File: src/rtl/mips_seq_pkg.sv
// mips_seq_pkg: shared state encoding, HLT opcode and default widths for the test sequencer
package mips_seq_pkg;
  typedef enum logic [2:0] {S_IDLE, S_CLEAR, S_LOAD, S_RUN, S_DUMP, S_DONE} state_t;
  localparam logic [5:0] HLT_OP = 6'b111111;
  localparam int DEF_DATA_W = 32;
  localparam int DEF_MEM_AW = 10;
  localparam int DEF_NREGS  = 32;
  localparam int DEF_CNT_W  = 16;
endpackage

File: src/rtl/mips_seq_ctr.sv
// mips_seq_ctr: load-zero/increment address counter with terminal-count compare
module mips_seq_ctr #(
  parameter int W = 11
) (
  input  logic         clk,
  input  logic         rst,
  input  logic         clr_i,
  input  logic         inc_i,
  input  logic [W-1:0] term_i,
  output logic [W-1:0] cnt_o,
  output logic         tc_o
);
  logic [W-1:0] cnt_q;
  always_ff @(posedge clk or posedge rst) begin
    if (rst) cnt_q <= '0;
    else if (clr_i) cnt_q <= '0;
    else if (inc_i) cnt_q <= cnt_q + 1'b1;
  end
  assign cnt_o = cnt_q;
  assign tc_o  = cnt_q == term_i;
endmodule

File: src/rtl/mips_test_sequencer.sv
// mips_test_sequencer: clear regs, load program, run core to HLT or cycle limit, dump regs
module mips_test_sequencer
  import mips_seq_pkg::*;
#(
  parameter int DATA_W = DEF_DATA_W,
  parameter int MEM_AW = DEF_MEM_AW,
  parameter int NREGS  = DEF_NREGS,
  parameter int CNT_W  = DEF_CNT_W,
  parameter int REG_AW = $clog2(NREGS)
) (
  input  logic              clk1,
  input  logic              rst,
  input  logic              start,
  input  logic [MEM_AW:0]   prog_len,
  input  logic [CNT_W-1:0]  max_cycles,
  output logic [MEM_AW-1:0] rom_addr,
  input  logic [DATA_W-1:0] rom_data,
  output logic              mem_we,
  output logic [MEM_AW-1:0] mem_addr,
  output logic [DATA_W-1:0] mem_wdata,
  output logic              reg_we,
  output logic [REG_AW-1:0] reg_waddr,
  output logic [REG_AW-1:0] reg_raddr,
  input  logic [DATA_W-1:0] reg_rdata,
  output logic              core_hold,
  output logic              core_pc_clr,
  input  logic              core_halted,
  output logic              dump_valid,
  output logic [REG_AW-1:0] dump_idx,
  output logic [DATA_W-1:0] dump_data,
  output logic              busy,
  output logic              done,
  output logic              timeout,
  output logic [CNT_W-1:0]  cycle_count
);
  localparam int W = (MEM_AW > REG_AW ? MEM_AW : REG_AW) + 1;
  state_t state_q, state_d;
  logic [W-1:0] ctr, term;
  logic tc, go, run_hit, run_to, first_q, to_q, to_d, ld_v_q, dv_q;
  logic [MEM_AW:0] len_q;
  logic [CNT_W-1:0] mc_q, cnt_q, cnt_d;
  logic [MEM_AW-1:0] ld_a_q;
  logic [REG_AW-1:0] di_q;
  assign go      = start && (state_q == S_IDLE || state_q == S_DONE);
  // the halted flag is stale from the previous run during the pc_clr cycle
  assign run_hit = !first_q && core_halted;
  assign run_to  = mc_q != '0 && cnt_q == mc_q - 1'b1;
  assign term    = state_q == S_CLEAR ? W'(NREGS - 1) : state_q == S_LOAD ? W'(len_q) : W'(NREGS);
  always_comb begin
    state_d = state_q;
    case (state_q)
      S_IDLE, S_DONE: state_d = go ? S_CLEAR : state_q;
      S_CLEAR:        state_d = tc ? (len_q == '0 ? S_RUN : S_LOAD) : S_CLEAR;
      S_LOAD:         state_d = tc ? S_RUN : S_LOAD;
      S_RUN:          state_d = (run_hit || run_to) ? S_DUMP : S_RUN;
      S_DUMP:         state_d = tc ? S_DONE : S_DUMP;
      default:        state_d = S_IDLE;
    endcase
  end
  assign cnt_d = go ? '0 : (state_q == S_RUN && state_d == S_RUN && cnt_q != '1) ? cnt_q + 1'b1 : cnt_q;
  assign to_d  = go ? 1'b0 : (state_q == S_RUN && state_d == S_DUMP) ? !run_hit : to_q;
  mips_seq_ctr #(.W(W)) u_ctr (
    .clk    (clk1),
    .rst    (rst),
    .clr_i  (state_d != state_q),
    .inc_i  (state_q == S_CLEAR || state_q == S_LOAD || state_q == S_DUMP),
    .term_i (term),
    .cnt_o  (ctr),
    .tc_o   (tc)
  );
  always_ff @(posedge clk1 or posedge rst) begin
    if (rst) begin
      state_q <= S_IDLE;
      cnt_q   <= '0;
      to_q    <= 1'b0;
      first_q <= 1'b0;
      ld_v_q  <= 1'b0;
      ld_a_q  <= '0;
      dv_q    <= 1'b0;
      di_q    <= '0;
      len_q   <= '0;
      mc_q    <= '0;
    end else begin
      state_q <= state_d;
      cnt_q   <= cnt_d;
      to_q    <= to_d;
      first_q <= state_q != S_RUN && state_d == S_RUN;
      ld_v_q  <= state_q == S_LOAD && ctr < W'(len_q);
      ld_a_q  <= ctr[MEM_AW-1:0];
      dv_q    <= state_q == S_DUMP && !tc;
      di_q    <= ctr[REG_AW-1:0];
      if (go) begin
        len_q <= prog_len;
        mc_q  <= max_cycles;
      end
    end
  end
  assign rom_addr    = ctr[MEM_AW-1:0];
  assign mem_we      = ld_v_q;
  assign mem_addr    = ld_a_q;
  assign mem_wdata   = ld_v_q ? rom_data : '0;
  assign reg_we      = state_q == S_CLEAR;
  assign reg_waddr   = ctr[REG_AW-1:0];
  assign reg_raddr   = ctr[REG_AW-1:0];
  assign core_hold   = state_q != S_RUN;
  assign core_pc_clr = state_q == S_RUN && first_q;
  assign dump_valid  = dv_q;
  assign dump_idx    = di_q;
  assign dump_data   = dv_q ? reg_rdata : '0;
  assign busy        = state_q != S_IDLE && state_q != S_DONE;
  assign done        = state_q == S_DONE;
  assign timeout     = to_q;
  assign cycle_count = cnt_q;
endmodule

File: config.mk
export PLATFORM = sky130hd
export DESIGN_NAME = mips_test_sequencer
export DESIGN_NICKNAME = d
export VERILOG_FILES = /design/src/rtl/mips_seq_pkg.sv /design/src/rtl/mips_seq_ctr.sv /design/src/rtl/mips_test_sequencer.sv
export SDC_FILE = /design/constraint.sdc
export NUM_CORES = 1
export LEC_CHECK = 0
export ABC_AREA = 1
export BUFFER_PORTS_ARGS = -buffer_cell sky130_fd_sc_hd__buf_2
export CAP_MARGIN = 20
export CORE_MARGIN = 2
export CORE_UTILIZATION = 53
export DETAILED_ROUTE_END_ITERATION = 12
export GPL_TIMING_DRIVEN = 0
export PLACE_DENSITY = 0.88
export SYNTH_ARGS = -nofsm -noshare
export SYNTH_HDL_FRONTEND = slang
export SYNTH_SLANG_ARGS = --single-unit
File: constraint.sdc
create_clock -name clk1 -period 3.4 [get_ports clk1]
set_input_delay 0.17 -clock clk1 [delete_from_list [all_inputs] [get_ports clk1]]
set_output_delay 0.17 -clock clk1 [all_outputs]
set_load 0.05 [all_outputs]
# == Word level (Yosys, flattened, before mapping) ==
# Index checks and enable logic that the tools add are counted.
# totals
ff_bits,76
latch_bits,0
mem_bits_rw,0
romBits,0
output_inout_bits,123
wordCells,71
mem_count,0
# op_classes
add_sub_neg,3
n_mul,0
div,0
n_lt_le_gt_ge,1
eq_ne,13
shift,0
n_mux,17
n_bitwise,0
reduce_logical,26
# ops
cell,n
32-bit two-way mux,2
11-bit two-way mux,4
16-bit two-way mux,2
16-bit by 1-bit adder with 16-bit output (second input constant),1
16-bit equality test,1
16-bit != test (second input constant),1
16-bit nonzero test,1
16-bit by 1-bit subtractor with 16-bit output (second input constant),1
3-bit one-hot mux with 5 select lines,1
11-bit by 1-bit adder with 11-bit output (second input constant),1
11-bit equality test,1
1-bit logical AND,11
11-bit zero test,1
11-bit less-than comparator,1
3-bit by 2-bit equality test with 1-bit output (second input constant),3
3-bit equality test (second input constant),3
3-bit two-way mux,2
2-bit nonzero test,3
1-bit two-way mux,5
1-bit logical OR,4
3-bit by 1-bit equality test with 1-bit output (second input constant),1
1-bit zero test,3
3-bit zero test,1
3-bit by 2-bit != test with 1-bit output (second input constant),1
other kinds (5),5

# == Depth between registers and ports, before layout ==
# Gate-level depths: netlist (run 1).
# depth
depth_word,11
depth_mapped,19
mapped_depth_nobuf,18

# == Hierarchy ==
# A second synthesis (run 1) with hierarchy kept.
# unflattened
cells_unflattened,739
hier_area_um2,5016.1
# modules_own_cells
module,instances,cells_per_inst,area_each_um2
mips_test_sequencer,1,640,4250.3
mips_seq_ctr,1,99,765.7

# == Least setup slack after synthesis (run 1) ==
# Ideal clock, no wire load.
# synth_timing
path_kind,reg-to-reg
startpoint,reg state_q[2]
endpoint,reg mc_q[4]
arrival_ns,2.624
t_required_ns,3.275
path_slack_ns,0.652
stages_incl_launch_ff,10
n_path_buf,1
synth_period_minus_slack_ns,2.748
cell_sequence,dfrtp_1 -> inv_1 -> nor2_1 -> inv_1 -> nor2_1 -> a21oi_1 -> inv_1 -> nand2_1 -> buf_1 -> mux2_2
# synth_between
elab_chain_cells,3
# synth_rtl
item,line,text
start: declaration,mips_test_sequencer.sv:37,"state_t state_q, state_d;"
start signal: assignment,mips_test_sequencer.sv:84,state_q <= state_d;
3-bit equality test,--,
named net done,mips_test_sequencer.sv:32,"output logic done,"
1-bit logical OR,mips_test_sequencer.sv:44,assign go = start && (state_q == S_IDLE || state_q == S_DONE);
1-bit logical AND,mips_test_sequencer.sv:44,
end signal: assignment,mips_test_sequencer.sv:94,mc_q <= max_cycles;
end: declaration,mips_test_sequencer.sv:41,"logic [CNT_W-1:0] mc_q, cnt_q, cnt_d;"
# The timed path passes the listed nets, and every way through them passes these cells.
# A chain may end at the register's enable or synchronous reset.

# == Final worst setup path (run 1) ==
# layout_timing
startpoint,reg mc_q[0]
endpoint,"reg u_ctr.cnt_q[0], in the netlist u_ctr.cnt_o[0]"
# layout_between
elab_chain_cells,8
# layout_rtl
item,line,text
16-bit by 1-bit subtractor with 16-bit output,mips_test_sequencer.sv:47,assign run_to = mc_q != '0 && cnt_q == mc_q - 1'b1;
16-bit equality test,mips_test_sequencer.sv:47,
1-bit logical AND (*),mips_test_sequencer.sv:47,
1-bit logical OR (*),mips_test_sequencer.sv:55,S_RUN: state_d = (run_hit || run_to) ? S_DUMP : S_RUN;
3-bit two-way mux (*),mips_test_sequencer.sv:55,
3-bit one-hot mux with 5 select lines (*),mips_test_sequencer.sv:51,case (state_q)
3-bit != test (*),mips_test_sequencer.sv:65,".clr_i (state_d != state_q),"
11-bit two-way mux / 2-bit nonzero test (equally long branches),--,
end signal: assignment,mips_seq_ctr.sv:17,else if (inc_i) cnt_q <= cnt_q + 1'b1;
end: declaration,mips_seq_ctr.sv:13,logic [W-1:0] cnt_q;
# Every way passes the cells marked *; elsewhere a longest branch is shown, timed or not.

==> reports/qor.txt, run 1 <==
=======================================================================================
Post-Route Setup TNS                                                               0 ns
HP Class                                                                    in -> async
Synthesized netlist cell count                                                      718
Number of enable flip-flop cells after synthesis                                      0
Number of global-route vias before repair                                          4778
Top_reg_cell synth                                                         sky130_fd_sc_hd__dfrtp_1
Average instance area after synthesis                                          7.10 µm²
Gr usage total                                                                    28.0%
Flops & latches, synth                                                               71
Post-route DRC                                                                        0
Number of warnings issued by yosys                                                    0
Final hold slack                                                            -0.00776 ns
Total number of vias                                                               5349
Die extent in y                                                                  102 µm
First-pass GRT wire length                                                      22.4 mm
Largest net degree at the start of global routing                                    72
Final count of hold timing violations                                                13
Synth top area cells                                                       sky130_fd_sc_hd__dfrtp_1, sky130_fd_sc_hd__nand2_1, sky130_fd_sc_hd__inv_1
Post-Syn Area                                                               0.00510 mm²
Async S/R FF share, synth                                                          100%
H-Tree Level Count                                                                    3
RSZ-0062 raised after global routing                                                 no
Clock tree root driver cell                                                sky130_fd_sc_hd__clkbuf_8
Result of the run                                                          finished, violations left
I/O pin count                                                                       218
Synth Net Count                                                                     826
Clock Path Buffers                                                                    2
Number of violations reported at the end of detailed-routing iteration 0            245
Critical path data arrival time                                                 2.75 ns
Count of pins over their slew limit                                                   0
Area share of the largest cell type after synthesis                               34.9%
Timing endpoint of the critical path                                       u_ctr.cnt_o[0]
Pin slew with the least headroom to its limit                                  0.873 ns
Share of final-layout standard cells stronger than drive strength 1               34.0%
Critical Path Start Type                                                           flop
Starting density of the core                                                      54.9%
Setup slack on the worst flop-to-flop path                                      0.90 ns
Critical path class                                                          reg -> reg
Sequential fraction of the synthesis area                                         34.9%
Total power density per cell area                                            747 mW/mm²
Leading cell type in the layout, fill and taps excluded                    sky130_fd_sc_hd__buf_2
DR WL/cell                                                                      13.5 µm
Max-cap viol count                                                                    0
Post-route antenna net violation count                                                0
Sink count of the clock tree                                                         71
End-of-flow core utilization                                                      70.9%
Routability congestion estimate from global placement                             0.943
DIE AREA                                                                     0.0104 mm²
Synth area leader                                                          sky130_fd_sc_hd__dfrtp_1
Startpoint of the most critical register-to-register path                       mc_q[0]
Reg2reg end                                                                u_ctr.cnt_o[0]
Final period util                                                                 73.4%
Count of input and output buffers                                                   217
Hold buffer count at cts                                                              0
Number of resized instances in the post-cts repair step                               0
Detailed-routing iteration count for the pre-antenna-repair pass                      5
Total non-filler cell area in the finished layout                           0.00658 mm²
CTS tree                                                                          built
Total global routing overflow                                                         0
Fill count                                                                          781
Number of endpoints failing setup at the final stage                                  0
Achievable Freq                                                                 401 MHz
R2r worst-path depth                                                                 16
Clock insertion delay at the later pin of the skew report                       0.36 ns
Core outline area                                                           0.00928 mm²
Post-route clock skew                                                         0.0105 ns
Antenna violations before repair                                                      1
Violated checks                                                            negative hold slack
Number of unique standard cell types used by synthesis                               36
CTS buffer count                                                                      9
Clock transition at the registers of the reported paths                         0.08 ns
Launching element of the worst setup path                                       mc_q[0]
Commonest cells after routing, fill and taps aside                         sky130_fd_sc_hd__buf_2, sky130_fd_sc_hd__nand2_1, sky130_fd_sc_hd__inv_1, sky130_fd_sc_hd__dfrtp_1, sky130_fd_sc_hd__nor2_1
Final total power                                                               4.92 mW
Post-CTS setup buffers                                                                0
Via density per instance                                                           4.95
Total Wirelength                                                                14.6 mm
Leakage component of the power                                                  4.16 nW
Worst vdd rail ir drop                                                       0.000555 V
Slew margin rel.                                                                  41.8%
Worst Setup End Kind                                                               flop
Placed Instance Area                                                        0.00635 mm²
Total number of nets in the final design                                           1054
Chip Width                                                                       102 µm
Row Count                                                                            35
Clock period minus final worst setup slack                                      2.50 ns
Critical-path maximum fanout                                                         10
Placed wire-length estimate                                                     11.6 mm
Synth-to-Final Area Change                                                        29.2%
Required time at the endpoint of the critical path                              3.65 ns
=======================================================================================
==> worst max-delay path, stage by stage (launching register included) <==
cell and delay (ns):
sky130_fd_sc_hd__dfrtp_1 0.40, sky130_fd_sc_hd__inv_1 0.16, sky130_fd_sc_hd__ha_1 0.26, sky130_fd_sc_hd__inv_1 0.09, sky130_fd_sc_hd__nand2_1 0.08, sky130_fd_sc_hd__nand3_1 0.08
sky130_fd_sc_hd__nand2_1 0.07, sky130_fd_sc_hd__nand2_1 0.05, sky130_fd_sc_hd__nor2_1 0.15, sky130_fd_sc_hd__nand3_1 0.11, sky130_fd_sc_hd__nor2_2 0.13, sky130_fd_sc_hd__nand3_2 0.11
sky130_fd_sc_hd__a21oi_1 0.28, sky130_fd_sc_hd__nor2_1 0.09, sky130_fd_sc_hd__nand3_2 0.10, sky130_fd_sc_hd__buf_6 0.18, sky130_fd_sc_hd__nor2_2 0.05
==> sequential cells by signal, summed over array words and instances, names as in the netlist <==
signal / count
len_q: 11
mc_q: 16
mem_addr: 6
dump_idx: 4
mem_we: 1
dump_valid: 1
timeout: 1
state_q: 3
cycle_count: 16
u_ctr.cnt_o: 11
first_q: 1
==> report_power, final <==
group	leakage (nW)	internal, mW	switching (mW)	total (mW)
logic	3.14	0.871	1.75	2.62
registers	0.899	1.11	0.362	1.48
clock network	0.117	0.486	0.336	0.822
==> area by class of cell <==
class	instances	area, µm²	share of cell area, %
antenna	1	2.50	0.0380
buffer	42	283	4.29
clock buffer	10	128	1.94
clock inverter	5	108	1.63
inverter	137	519	7.89
multi-input combinational	468	2520	38.3
sequential	71	1780	27.0
tap	129	161	2.45
timing repair buffer	217	1090	16.5
==> cell families (layout without fill, tap and decap cells) <==
kind of cell	Yosys count	count (layout)	synth area share, %
simple gates	352	352	31.9
buf+inv	179	411	15.7
flops	71	71	34.9
compound gates	56	56	5.67
xor+xnor	35	35	6.02
fa+ha+maj	13	13	3.19
mux	12	12	2.65
other cells	0	1	0
==> metal layers <==
| layer | up-vias | track usage [%] | wire (µm) |
|---|---|---|---|
| li1 | 2651 | - | - |
| met5 | - | 0 | 0 |
| met4 | 0 | 13.1 | 503 |
| met2 | 227 | 49.7 | 7430 |
| met1 | 2428 | 32.3 | 5460 |
| met3 | 43 | 5.81 | 1220 |
==> through the flow <==
step / setup WS (ns) / cells
floorplan: 0.652 / 718
global placement: 0.523 / 1064
detailed placement: 0.962 / 1064
CTS: 0.928 / 1079
global route: 0.647 / 1079
finish: 0.905 / 1080
==> how the worst min path moves through the flow <==
| stage | from | end | slack [ns] | depth (start not counted) |
|---|---|---|---|---|
| floorplan | prog_len[0] | len_q[0] | 0.32 | 1 |
| global placement | max_cycles[9] | mc_q[9] | 0.40 | 2 |
| detailed placement | max_cycles[11] | mc_q[11] | 0.41 | 2 |
| CTS | rst | mc_q[5] | 0.03 | 2 |
| global route | max_cycles[5] | mc_q[5] | 0.02 | 2 |
| finish | rst | mc_q[0] | -0.008 | 2 |
==> synth_stat cells (2+ instances only) <==
library cell,instances
sky130_fd_sc_hd__xnor2_1,9
sky130_fd_sc_hd__or2_2,2
sky130_fd_sc_hd__buf_6,3
sky130_fd_sc_hd__inv_2,3
sky130_fd_sc_hd__nand3_2,5
sky130_fd_sc_hd__a21oi_1,26
sky130_fd_sc_hd__clkbuf_1,8
sky130_fd_sc_hd__a31oi_1,2
sky130_fd_sc_hd__nand3_1,44
sky130_fd_sc_hd__o21ai_0,18
sky130_fd_sc_hd__buf_2,3
sky130_fd_sc_hd__mux2_2,12
sky130_fd_sc_hd__buf_4,26
sky130_fd_sc_hd__ha_1,13
sky130_fd_sc_hd__inv_1,133
sky130_fd_sc_hd__nor4_1,6
sky130_fd_sc_hd__nand4_1,11
sky130_fd_sc_hd__nor2_2,19
sky130_fd_sc_hd__nor2_1,58
sky130_fd_sc_hd__nor2_4,4
sky130_fd_sc_hd__dfrtp_1,71
sky130_fd_sc_hd__o21ai_1,8
sky130_fd_sc_hd__nor3_1,12
sky130_fd_sc_hd__nand2_2,7
sky130_fd_sc_hd__xor2_1,26
sky130_fd_sc_hd__nand2_1,174
sky130_fd_sc_hd__nand3b_1,6
Power figures use the tool's default switching activity.
==> run 2, diff against run 1 <==
--- a/config.mk
+++ b/config.mk
@@ -5,14 +5,14 @@
 export SDC_FILE = /design/constraint.sdc
 export NUM_CORES = 1
 export LEC_CHECK = 0
-export ABC_AREA = 1
+export ABC_AREA = 0
 export BUFFER_PORTS_ARGS = -buffer_cell sky130_fd_sc_hd__buf_2
 export CAP_MARGIN = 20
 export CORE_MARGIN = 2
-export CORE_UTILIZATION = 53
+export CORE_UTILIZATION = 48
 export DETAILED_ROUTE_END_ITERATION = 12
 export GPL_TIMING_DRIVEN = 0
-export PLACE_DENSITY = 0.88
+export PLACE_DENSITY = 0.81
 export SYNTH_ARGS = -nofsm -noshare
 export SYNTH_HDL_FRONTEND = slang
 export SYNTH_SLANG_ARGS = --single-unit
==> constraint.sdc (replaced) <==
create_clock -name clk1 -period 2.59 [get_ports clk1]
set_input_delay 0.1295 -clock clk1 [delete_from_list [all_inputs] [get_ports clk1]]
set_output_delay 0.1295 -clock clk1 [all_outputs]
set_load 0.05 [all_outputs]
==> run 2 against run 1 <==
The run ends with negative hold slack, negative setup slack left; register-to-register slack got worse by 1.5 ns; count of clock-buffer cells in the layout unchanged; area after synthesis decreased by 4.6%; via count decreased by 3.2%; critical path type unchanged; sequential cell count unchanged; die area increased by 5.1%; cell area increased by 5.4%.
==> reports/qor.txt, run 2 <==
==========================================================================================
Result of the run                                                             finished, violations left
Violated checks                                                               negative hold slack, negative setup slack
Least setup slack across all paths after layout                                  -0.564 ns
Total number of nets in the final design                                               933
Startpoint of the most critical register-to-register path                          mc_q[0]
Slew margin rel.                                                                     40.9%
Number of enable flip-flop cells after synthesis                                         0
Worst Setup End Kind                                                                  flop
Antenna Cells                                                                            0
Share of synthesized cell area in full adder, half adder and majority cells          3.35%
First-pass GRT wire length                                                         24.9 mm
Synth-to-Final Area Change                                                           42.8%
Critical Path Start Type                                                              flop
Chip Width                                                                          105 µm
Simple-gate share of the synthesized area                                            29.7%
Pin slew with the least headroom to its limit                                     0.887 ns
Placed Cells incl. Taps                                                                911
Sink count of the clock tree                                                            71
Final period util                                                                     122%
Async S/R FF share, synth                                                             100%
Area share of the largest cell type after synthesis                                  36.6%
Clock Path Buffers                                                                       2
HP Class                                                                       in -> async
Critical-path maximum fanout                                                             7
Number of endpoints failing setup at the final stage                                    31
Required time at the endpoint of the critical path                                 2.83 ns
Total number of vias                                                                  5176
Most frequently used cell type in the post-synthesis netlist                  sky130_fd_sc_hd__nand2_1
Leakage component of the power                                                     3.48 nW
Achievable Freq                                                                    317 MHz
Launching element of the worst setup path                                          mc_q[0]
Via density per instance                                                              5.37
Number of unique standard cell types used by synthesis                                  62
Post-Syn Area                                                                  0.00486 mm²
Top_reg_cell synth                                                            sky130_fd_sc_hd__dfrtp_1
Max-cap viol count                                                                       0
Post-Route Setup TNS                                                             -14.62 ns
Main combinational cell family by area after synthesis                        simple AND/OR/NAND/NOR gates
Total global routing overflow                                                            0
Sequential cell fraction of total power                                              27.5%
Synthesized-area fraction occupied by xor and xnor cells                             6.49%
Net load switching power                                                           4.01 mW
Compound-gate portion of the synthesized area                                        13.9%
Commonest cells after routing, fill and taps aside                            sky130_fd_sc_hd__buf_2, sky130_fd_sc_hd__nand2_1, sky130_fd_sc_hd__dfrtp_1, sky130_fd_sc_hd__and2_1, sky130_fd_sc_hd__buf_4
Clock transition at the registers of the reported paths                            0.09 ns
Total power density per cell area                                              1120 mW/mm²
Synth Net Count                                                                        669
Starting density of the core                                                         49.5%
Share of power burned in the clock network                                           13.5%
Flops & latches, synth                                                                  71
Count of pins over their slew limit                                                      0
Core outline area                                                              0.00982 mm²
Number of violations reported at the end of detailed-routing iteration 0               284
Detailed-routing iteration count for the pre-antenna-repair pass                         4
Placed wire-length estimate                                                        11.7 mm
Clock tree root driver cell                                                   sky130_fd_sc_hd__clkbuf_8
Critical path class                                                             reg -> reg
CTS buffer count                                                                         9
Die extent in y                                                                     105 µm
Antenna violations before repair                                                         1
Gr usage total                                                                       28.3%
DIE AREA                                                                        0.0109 mm²
Worst vdd rail ir drop                                                          0.000777 V
Number of warnings issued by yosys                                                       0
CTS tree                                                                             built
Routability congestion estimate from global placement                                0.979
Largest net degree at the start of global routing                                       72
Leading post-synthesis cells by instance count                                sky130_fd_sc_hd__nand2_1, sky130_fd_sc_hd__dfrtp_1, sky130_fd_sc_hd__and2_1
RSZ-0062 raised after global routing                                                   yes
Number of global-route vias before repair                                             5085
Post-route antenna net violation count                                                   0
H-Tree Level Count                                                                       3
Synth area leader                                                             sky130_fd_sc_hd__dfrtp_1
Sequential fraction of the synthesis area                                            36.6%
Worst Setup Slack post-DPL                                                       -0.765 ns
Final hold slack                                                                -0.0394 ns
Clock period minus final worst setup slack                                         3.15 ns
Critical path data arrival time                                                    3.39 ns
Total non-filler cell area in the finished layout                              0.00694 mm²
Final cell count without fillers                                                       963
Final count of hold timing violations                                                   60
Post-route DRC                                                                           0
Synthesized netlist cell count                                                         561
DR WL/cell                                                                         16.7 µm
Count of input and output buffers                                                      217
Share of synthesized area spent on multiplexers                                      1.06%
Average instance area after synthesis                                             8.66 µm²
Row Count                                                                               36
Total Wirelength                                                                   16.1 mm
Synth top area cells                                                          sky130_fd_sc_hd__dfrtp_1, sky130_fd_sc_hd__and2_1, sky130_fd_sc_hd__nand2_1
Cell Int Power                                                                     3.74 mW
Post-route clock skew                                                            0.0134 ns
Leading cell type in the layout, fill and taps excluded                       sky130_fd_sc_hd__buf_2
Placed Instance Area                                                           0.00614 mm²
Switching share of power                                                             51.7%
Share of final-layout standard cells stronger than drive strength 1                  40.4%
Clock insertion delay at the later pin of the skew report                          0.35 ns
I/O pin count                                                                          218
Fraction of power consumed by combinational cells                                    59.0%
==========================================================================================
==> run 2: changes by cell type after synthesis, moves of 11 or more <==
cell and delta:
sky130_fd_sc_hd__nand2_1 -100, sky130_fd_sc_hd__clkbuf_1 +11, sky130_fd_sc_hd__xor2_1 -15, sky130_fd_sc_hd__xnor2_1 +16, sky130_fd_sc_hd__nand3_1 -35, sky130_fd_sc_hd__nor2_1 -35
sky130_fd_sc_hd__and2_1 +66, sky130_fd_sc_hd__nor2_2 -19, sky130_fd_sc_hd__a21oi_1 -11, sky130_fd_sc_hd__or4_1 +13, sky130_fd_sc_hd__inv_1 -102, sky130_fd_sc_hd__o31ai_1 +13
sky130_fd_sc_hd__mux2_2 -11
==> run 2: critical path, stage by stage, from the launching register on <==
cell and delay (ns):
sky130_fd_sc_hd__dfrtp_1 0.41, sky130_fd_sc_hd__inv_2 0.09, sky130_fd_sc_hd__ha_4 0.13, sky130_fd_sc_hd__or4b_4 0.52, sky130_fd_sc_hd__buf_4 0.17, sky130_fd_sc_hd__nor4_1 0.24, sky130_fd_sc_hd__o211ai_1 0.20, sky130_fd_sc_hd__o2bb2ai_2 0.19
sky130_fd_sc_hd__nor4_4 0.38, sky130_fd_sc_hd__o21ba_4 0.21, sky130_fd_sc_hd__buf_6 0.13, sky130_fd_sc_hd__buf_12 0.12, sky130_fd_sc_hd__nor4_4 0.04, sky130_fd_sc_hd__o21a_1 0.20
==> run 2: through the flow <==
| step | utilization (%) | total power [mW] |
|---|---|---|
| after floorplan | - | 5.29 |
| after global placement | 62.5 | 6.14 |
| after detailed placement | 62.5 | 6.28 |
| after CTS | 69.1 | 7.52 |
| after global routing | 70.7 | 8.20 |
| final | 70.7 | 7.75 |
==> run 2: timing repair <==
item / 4_1_cts / 5_1_grt
buffers inserted: 8 / 4
gates resized for setup: 23 / 29
endpoints found under the setup margin: 31 / 58
gates cloned: 1 / 1
hold buffers: 24 / 0
pin swaps: 16 / 2
hold endpoints to repair: 24 / 0
==> run 2: final cells by class <==
type	count	area [µm²]
clock buffer	10	138
buffer	48	317
multi-input combinational	409	2870
fill	750	2880
tap	133	166
clock inverter	6	90.1
sequential	71	1780
timing repair buffer	255	1470
inverter	31	119
==> run 2: final timing paths <==
check | cells past startpoint | endpoint | slack [ns]
worst max-delay path | 13 | cycle_count[13] | -0.56
worst min-delay path | 2 | len_q[7] | -0.04
worst max register to register | 13 | cycle_count[13] | -0.56
worst min register to register | 2 | mc_q[15] | 0.54
max in group asynchronous | 2 | len_q[1] | 2.04
min in group clk1 | 3 | len_q[0] | 0.02
==> run 2: power by group through the flow <==
stage                     Clock, mW  Sequential, mW  Combinational (mW)
final                          1.04            2.13                4.57
after global routing           1.11            2.19                4.90
after CTS                      1.05            2.10                4.37
after detailed placement          0            2.11                4.17
after global placement            0            2.09                4.05
after floorplan                   0            2.39                2.90
==> run 2: logic make-up after synthesis <==
group,count (synthesis)
DFF,71
xor gates and xnor gates,36
adders and majority gates,13
muxes,5
and+or+nand+nor,257
buffers and inverters,81
AOI/OAI and AO/OA,98
==> run 2: routing by layer <==
metal / vias up / global-route usage [%] / part of all wire, %
met5: - / 0 / 0.081
met4: 2 / 9.52 / 2.8
met3: 51 / 5.86 / 5.7
met2: 214 / 52.1 / 52
met1: 2453 / 32.5 / 39
li1: 2456 / - / -
==> run 3, diff against run 2 <==
--- a/config.mk
+++ b/config.mk
@@ -8,7 +8,7 @@
 export ABC_AREA = 0
 export BUFFER_PORTS_ARGS = -buffer_cell sky130_fd_sc_hd__buf_2
 export CAP_MARGIN = 20
-export CORE_MARGIN = 2
+export CORE_MARGIN = 4
 export CORE_UTILIZATION = 48
 export DETAILED_ROUTE_END_ITERATION = 12
 export GPL_TIMING_DRIVEN = 0
==> run 3 against run 2 <==
The flow finishes with violations (negative setup slack); critical path depth down 2; power is 0.53% higher; clock power barely moved; utilization up 1.3 points; routed wire length is 4.3% higher; count of clock-buffer cells in the layout up 2; sequential share of layout area is 0.45 points lower; non-clock buffer count up 10; first-iteration DRC count grew 33%; global-route usage fell by 0.87 points; cell area increased by 1.8%; register-to-register slack worse by 0.14 ns; largest cell class unchanged.
==> reports/qor.txt, run 3 (synthesized netlist as in run 2, its figures left out) <==
=======================================================================================
Result of the run                                                          finished, violations left
Violated checks                                                            negative setup slack
Clock period minus final worst setup slack                                      3.30 ns
Pin slew with the least headroom to its limit                                  0.872 ns
Die extent in y                                                                  109 µm
Total global routing overflow                                                         0
Clock Path Buffers                                                                    2
Clock transition at the registers of the reported paths                         0.09 ns
CTS buffer count                                                                      9
Worst vdd rail ir drop                                                       0.000818 V
Sink count of the clock tree                                                         71
Worst Setup End Kind                                                               flop
Critical path data arrival time                                                 3.57 ns
DR WL/cell                                                                      17.3 µm
Core outline area                                                           0.00982 mm²
Total Wirelength                                                                16.8 mm
Leading cell type in the layout, fill and taps excluded                    sky130_fd_sc_hd__buf_2
Slew margin rel.                                                                  41.9%
Starting density of the core                                                      49.5%
Post-Route Setup TNS                                                          -19.34 ns
RSZ-0062 raised after global routing                                                yes
Routability congestion estimate from global placement                             0.974
Net load switching power                                                        3.99 mW
Detailed-routing iteration count for the pre-antenna-repair pass                      5
Row Count                                                                            36
Achievable Freq                                                                 303 MHz
Final count of hold timing violations                                                 0
CTS tree                                                                          built
Post-route DRC                                                                        0
First-pass GRT wire length                                                      25.5 mm
Required time at the endpoint of the critical path                              2.87 ns
Critical path class                                                          reg -> reg
DIE AREA                                                                     0.0118 mm²
H-Tree Level Count                                                                    3
Final period util                                                                  127%
Clock insertion delay at the later pin of the skew report                       0.35 ns
Clock tree root driver cell                                                sky130_fd_sc_hd__clkbuf_8
Least setup slack across all paths after layout                               -0.706 ns
Sequential cell fraction of total power                                           27.4%
Placed wire-length estimate                                                     12.3 mm
Critical Path Start Type                                                           flop
Total power density per cell area                                           1100 mW/mm²
Largest net degree at the start of global routing                                    72
Number of violations reported at the end of detailed-routing iteration 0            379
Critical-path maximum fanout                                                          9
Gr usage total                                                                    27.4%
Final total power                                                               7.79 mW
HP Class                                                                      in -> reg
Antenna violations before repair                                                      0
Total number of vias                                                               5286
Post-route clock skew                                                         0.0136 ns
I/O pin count                                                                       218
Chip Width                                                                       109 µm
Total number of nets in the final design                                            943
Share of final-layout standard cells stronger than drive strength 1               41.0%
Synth-to-Final Area Change                                                        45.4%
Via density per instance                                                           5.43
Fraction of power consumed by combinational cells                                 59.4%
Leakage component of the power                                                  3.54 nW
Switching share of power                                                          51.3%
Number of global-route vias before repair                                          5135
Number of endpoints failing setup at the final stage                                 31
Cell Int Power                                                                  3.80 mW
Share of power burned in the clock network                                        13.2%
Max-cap viol count                                                                    0
Fill count                                                                          718
Count of input and output buffers                                                   217
Post-route antenna net violation count                                                0
Count of pins over their slew limit                                                   0
Commonest cells after routing, fill and taps aside                         sky130_fd_sc_hd__buf_2, sky130_fd_sc_hd__nand2_1, sky130_fd_sc_hd__dfrtp_1, sky130_fd_sc_hd__and2_1, sky130_fd_sc_hd__buf_4
=======================================================================================
==> run 3: cell count changes in the layout (fill, tap and decap cells not counted), sizes merged <==
cell         previous run  this run
buf                   260       267
clkbuf                 29        33
clkinvlp                1         0
diode                   0         1
dlygate4sd3            24        25
inv                    33        32
==> run 3: routing by layer <==
metal	GRT usage, %	wire length [µm]	up-vias
li1	-	-	2466
met1	30.7	6260	2530
met2	51.4	8870	238
met3	4.97	1150	52
met4	10.1	551	0
met5	0	0	-
==> run 3: cell type report <==
type / instances / area, µm² / share of cell area [%]
inverters: 31 / 119 / 1.68
clock buffers: 12 / 145 / 2.05
clock inverters: 4 / 77.6 / 1.10
repair buffers: 264 / 1550 / 22.0
flip-flops and latches: 71 / 1780 / 25.1
diodes: 1 / 2.50 / 0.0354
plain buffers: 49 / 325 / 4.60
multi-input cells: 409 / 2900 / 41.1
well taps: 133 / 166 / 2.35
==> run 3: through the flow <==
stage                     hold WS (ns)  util (%)  setup WS, ns  instance area (µm²)  cells
after floorplan                  0.235         -        -0.484                 4880    561
after global placement           0.319      62.5        -0.767                 6140    911
after detailed placement         0.323      62.5        -0.867                 6140    911
after CTS                      0.00593      69.7        -0.678                 6850    968
after global routing            0.0346      71.9        -0.853                 7060    973
final                           0.0116      72.0        -0.706                 7070    974
==> run 3: worst paths after layout <==
check	endpoint	slack, ns	startpoint	depth (start not counted)
max	cycle_count[11]	-0.71	mc_q[2]	11
min	len_q[0]	0.01	prog_len[0]	3
max reg2reg	cycle_count[11]	-0.71	mc_q[2]	11
min reg2reg	mem_addr[8]	0.51	u_ctr.cnt_o[8]	0
max in group asynchronous	timeout	1.51	rst	3
min in group asynchronous	len_q[8]	0.51	rst	3
==> run 3: what timing repair did <==
item                                    in CTS  in global routing
gates cloned                                 1                  2
hold buffers                                25                  0
gates resized for setup                     29                 33
setup buffers                               16                  3
endpoints found under the setup margin      31                 59
hold endpoints to repair                    69                  0
pin swaps                                   12                 15
==> run 3: worst max-delay path, stage by stage (launching register included) <==
cell and delay, ns:
sky130_fd_sc_hd__dfrtp_1 0.39, sky130_fd_sc_hd__buf_6 0.14, sky130_fd_sc_hd__or4b_4 0.60, sky130_fd_sc_hd__nor4_4 0.35, sky130_fd_sc_hd__mux2_4 0.35, sky130_fd_sc_hd__mux2i_4 0.16, sky130_fd_sc_hd__nor4_4 0.06, sky130_fd_sc_hd__buf_4 0.16
sky130_fd_sc_hd__o21ba_4 0.22, sky130_fd_sc_hd__buf_6 0.13, sky130_fd_sc_hd__or4_4 0.51, sky130_fd_sc_hd__a21oi_2 0.15
==> run 3: power by group through the flow <==
stage	registers (mW)	logic, mW	clock network (mW)
after global routing	2.19	4.99	1.07
final	2.13	4.63	1.03
after detailed placement	2.12	4.18	0
after global placement	2.09	4.05	0
after floorplan	2.39	2.90	0
after CTS	2.09	4.43	1.03
